**config.mk**
```make
export PLATFORM = sky130hd
export DESIGN_NAME = load_controller
export DESIGN_NICKNAME = d
export VERILOG_FILES = /design/src/rtl/load_controller.sv
export SDC_FILE = /design/constraint.sdc
export NUM_CORES = 1
export LEC_CHECK = 0
export ABC_AREA = 1
export BUFFER_PORTS_ARGS = -buffer_cell sky130_fd_sc_hd__buf_4
export CAP_MARGIN = 10
export CORE_ASPECT_RATIO = 1.4
export CORE_MARGIN = 8
export CORE_UTILIZATION = 30
export CTS_CLUSTER_DIAMETER = 50
export CTS_CLUSTER_SIZE = 12
export DETAILED_ROUTE_END_ITERATION = 12
export PLACE_DENSITY_LB_ADDON = 0.08
export SLEW_MARGIN = 20
export SYNTH_ARGS = -nofsm -noshare
export SYNTH_HDL_FRONTEND = slang
export SYNTH_SLANG_ARGS = --single-unit
```
**constraint.sdc**
```tcl
create_clock -name clk -period 2.3 [get_ports clk]
set_input_delay 0.46 -clock clk [delete_from_list [all_inputs] [get_ports clk]]
set_output_delay 0.46 -clock clk [all_outputs]
set_load 0.02 [all_outputs]
```
**src/rtl/load_controller.sv**
```systemverilog
// Multi-cycle LW sequencer: reads the base register, forms the effective address,
// waits on a request/ready data memory and writes the loaded word back to rt.
module load_controller #(
  parameter int DATA_W      = 32,
  parameter int REG_AW      = 5,
  parameter int MEM_TIMEOUT = 15
) (
  input  logic              clk,
  input  logic              reset,
  input  logic              start,
  input  logic [31:0]       instr,
  output logic              busy,
  output logic              done,
  output logic [1:0]        err_code,
  output logic [REG_AW-1:0] rf_read_reg1,
  input  logic [DATA_W-1:0] rf_reg_data1,
  output logic              rf_reg_write,
  output logic [REG_AW-1:0] rf_write_reg,
  output logic [DATA_W-1:0] rf_write_data,
  output logic              mem_req,
  output logic [DATA_W-1:0] mem_addr,
  input  logic              mem_ready,
  input  logic [DATA_W-1:0] mem_rdata
);

  localparam logic [5:0] OP_LW   = 6'b100011;
  localparam int         CNT_W   = (MEM_TIMEOUT > 1) ? $clog2(MEM_TIMEOUT) : 1;
  localparam logic [CNT_W-1:0] CNT_LAST = CNT_W'(MEM_TIMEOUT - 1);

  typedef enum logic [2:0] {
    IDLE,
    DECODE,
    ADDR,
    MEM,
    WB,
    ERR
  } state_t;

  state_t             state_q, state_d;
  logic [5:0]         opcode_q;
  logic [15:0]        imm_q;
  logic [DATA_W-1:0]  base_q;
  logic [DATA_W-1:0]  ea;
  logic [CNT_W-1:0]   cnt_q;
  logic               timed_out;

  // Effective address wraps modulo 2^DATA_W; no overflow indication
  assign ea        = base_q + {{(DATA_W-16){imm_q[15]}}, imm_q};
  assign timed_out = (cnt_q == CNT_LAST);

  always_ff @(posedge clk) begin
    if (reset) state_q <= IDLE;
    else       state_q <= state_d;
  end

  always_comb begin
    state_d      = state_q;
    busy         = (state_q != IDLE);
    done         = 1'b0;
    mem_req      = 1'b0;
    rf_reg_write = 1'b0;
    case (state_q)
      IDLE:   if (start) state_d = DECODE;
      DECODE: state_d = (opcode_q != OP_LW) ? ERR : ADDR;
      ADDR:   state_d = (ea[1:0] != 2'b00) ? ERR : MEM;
      MEM: begin
        mem_req = 1'b1;
        if (mem_ready)      state_d = WB;
        else if (timed_out) state_d = ERR;
      end
      WB: begin
        done         = 1'b1;
        rf_reg_write = (rf_write_reg != '0);
        state_d      = IDLE;
      end
      ERR: begin
        done    = 1'b1;
        state_d = IDLE;
      end
      default: state_d = IDLE;
    endcase
  end

  // Datapath registers; each is loaded only in the state that owns it
  always_ff @(posedge clk) begin
    if (reset) begin
      opcode_q      <= '0;
      imm_q         <= '0;
      base_q        <= '0;
      cnt_q         <= '0;
      err_code      <= 2'b00;
      rf_read_reg1  <= '0;
      rf_write_reg  <= '0;
      rf_write_data <= '0;
      mem_addr      <= '0;
    end else begin
      case (state_q)
        IDLE: if (start) begin
          opcode_q     <= instr[31:26];
          imm_q        <= instr[15:0];
          rf_read_reg1 <= REG_AW'(instr[25:21]);
          rf_write_reg <= REG_AW'(instr[20:16]);
          err_code     <= 2'b00;
        end
        DECODE: begin
          if (opcode_q != OP_LW) err_code <= 2'b01;
          else                   base_q   <= rf_reg_data1;
        end
        ADDR: begin
          if (ea[1:0] != 2'b00) begin
            err_code <= 2'b10;
          end else begin
            mem_addr <= ea;
            cnt_q    <= '0;
          end
        end
        MEM: begin
          if (mem_ready)      rf_write_data <= mem_rdata;
          else if (timed_out) err_code      <= 2'b11;
          else                cnt_q         <= cnt_q + 1'b1;
        end
        default: ;
      endcase
    end
  end

endmodule

```
==> reports/qor.csv <==
metric;value;unit
clkPwrFrac;0.468;
ys_ff_latch;137;
syn_nets;1285;
place_area;0.00913;mm^2
fin_crit;2.05;ns
yosys-top-cells-count;274 x nand2_1, 180 x inv_1, 175 x nor2_1, 137 x dfxtp_1, 95 x a21oi_1;
drtIter0Drc;275;
seqPwrFrac;0.418;
dp_cells;1617;
synth_top_area_share;0.370;
powerDensity;612;mW/mm^2
crit_fanout;17;
cts_buffers;17;
postSynth.asyncResetShare;0;
fin_worst_skew;0.00899;ns
p_int;4.43;mW
grt_antenna_before_repair;0;
final-hold-violation-count;0;
yosysUniqueCellTypes;35;
area_delta_synth_final;31.1;%
p_switching;1.51;mW
drc_errors;0;
drive_above_1_share;0.178;
finalCritPeriodShare;0.890;
yosys-top-cells-area;dfxtp_1 37%, nand2_1 14%, inv_1 9.1%;
critPathLaunchType;register;
slew_headroom;0.677;
crit_slowest_cell;nor2_4;
clk_pin_slew_worst_paths;0.06;ns
place.gp.congestion;0.858;
grt_overflow_total;0;
grt_pass1_wl;37200;um
synth_area_leader_cell;dfxtp_1;
die_h;202;um
fillers;2743;
dieArea;0.0301;mm^2
critPathMaxStageDelay;0.37;ns
critPathRequiredTime;1.84;ns
setup_viol;0;
die_w;149;um
cts_buffer_depth;2;
fmax;489;MHz
rsz0062_at_grt;no;
antenna_cells;0;
wl_per_cell;14.3;um
port_buffers;179;
worstPathCellList;inv_2, nand2_4, nor2_4, buf_4;
outcome;completed;
finalNonFillerCells;1648;
critPathTopFamily;simple AND/OR/NAND/NOR gates;
syn_area_per_cell;6.44;um^2
start_util;0.302;
ctsHoldBuffers;0;
cts_root_buf;clkbuf_16;
postRouteAntennaNets;0;
ios;180;
synthFlopType;dfxtp_1;
reg.largest.list;base_q x32, mem_addr x32, rf_write_data x32;
tritoncts;built;
total_power;5.94;mW
worstMarginPinSlew;0.485;ns
row_count;68;
via_count;7292;
final_max_slew_viol_count;0;
tns;0;ns
wirelength;23500;um
cts_max_level;4;
crit_type;reg -> out;
nets;1455;
clk_latency;0.43;ns
comb_power_share;0.114;
cap_violations;0;
post_cts_resized;0;
swShare;0.255;
syn_area;0.00741;mm^2
fin_area;0.00972;mm^2
synthCells;1151;
peakVddDrop;0.000509;V
grt_start_max_net_pins;65;
yosysSeqAreaShare;0.370;
coreArea;0.0245;mm^2
hold_path.class;in -> reg;
crit_arrival;1.59;ns
endpoint_kind;output pin;
grt_pass1_vias;7052;
final_util;0.397;
synth_edf_count;0;
vias_per_cell;4.42;
grt_usage;0.156;
cts.sinks;137;
hpwl;18200;um
synth_most_common_cell;nand2_1;
post_cts_buffers;0;
drtPass1Iterations;5;
path_buf_inv;2;
p_leak;4.96;nW
yosysWarnings;0;
layout by cell type (no fill, tap or decap), types with 2 or more instances in the layout:
| cell | n |
|---|---|
| nand2_1 | 274 |
| inv_1 | 179 |
| dfxtp_1 | 137 |
| buf_12 | 6 |
| o21ai_0 | 86 |
| a21oi_1 | 95 |
| clkinv_2 | 4 |
| buf_4 | 187 |
| nor3_1 | 5 |
| clkinvlp_4 | 2 |
| xnor2_1 | 2 |
| clkinv_4 | 2 |
| inv_2 | 5 |
| nand3_1 | 77 |
| clkbuf_16 | 17 |
| bufinv_16 | 3 |
| clkbuf_1 | 2 |
| ha_1 | 33 |
| o21bai_1 | 4 |
| nand4_1 | 6 |
| nand2_2 | 2 |
| nor2_1 | 175 |
| xor2_1 | 14 |
cell families after synthesis:
family	share of synthesized area
flops	0.370
buf+inv	0.120
xor+xnor	0.0189
compound gates	0.132
simple gates	0.301
fa+ha+maj	0.0584
final cells by class:
type,instances,area [um^2],share of cell area
Multi-Input combinational cell,788,3780,0.389
Sequential cell,137,2740,0.282
Timing Repair Buffer,193,1520,0.157
Inverter,184,691,0.0711
Clock buffer,19,433,0.0446
Tap cell,315,394,0.0406
Clock inverter,12,151,0.0156
final timing paths:
kind | to | slack, ns | cells after the start | from
max | mem_req | 0.25 | 4 | state_q[2]$_SDFFE_PP0P_
min | base_q[5]$_SDFFE_PP0P_ | 0.28 | 3 | rf_reg_data1[5]
max reg2reg | mem_addr[12]$_SDFFE_PP0P_ | 0.26 | 10 | imm_q[0]$_SDFFE_PP0P_
min reg2reg | mem_addr[0]$_SDFFE_PP0P_ | 0.43 | 2 | mem_addr[0]$_SDFFE_PP0P_
tightest hold or removal path: cells and delay by family:
family          cells  cell delay (ns)
simple gates        1             0.07
compound gates      1             0.07
buf+inv             1             0.07
layer usage:
metal / vias to the layer above / global-route usage / wire length (um)
met1: 3220 / 0.180 / 10400
met2: 120 / 0.283 / 12100
li1: 3932 / - / -
met5: - / 0 / 0
met4: 0 / 0.0506 / 350
met3: 20 / 0.0284 / 629
metrics by stage:
stage	hold WS, ns	setup slack (ns)
4_1_cts	0.260	0.214
6_report	0.279	0.253
2_1_floorplan	0.423	0.427
5_1_grt	0.274	0.0416
3_3_place_gp	0.418	0.272
3_5_place_dp	0.424	0.251
power groups by stage:
| stage | Combinational (mW) | Clock [mW] | Sequential [mW] |
|---|---|---|---|
| final | 0.680 | 2.78 | 2.48 |
| after global routing | 0.758 | 2.95 | 2.49 |
| after CTS | 0.695 | 2.87 | 2.48 |
| after detailed placement | 0.691 | 0 | 2.54 |
| after global placement | 0.692 | 0 | 2.53 |
| after floorplan | 0.342 | 0 | 2.56 |
(Power assumes the default switching activity.)
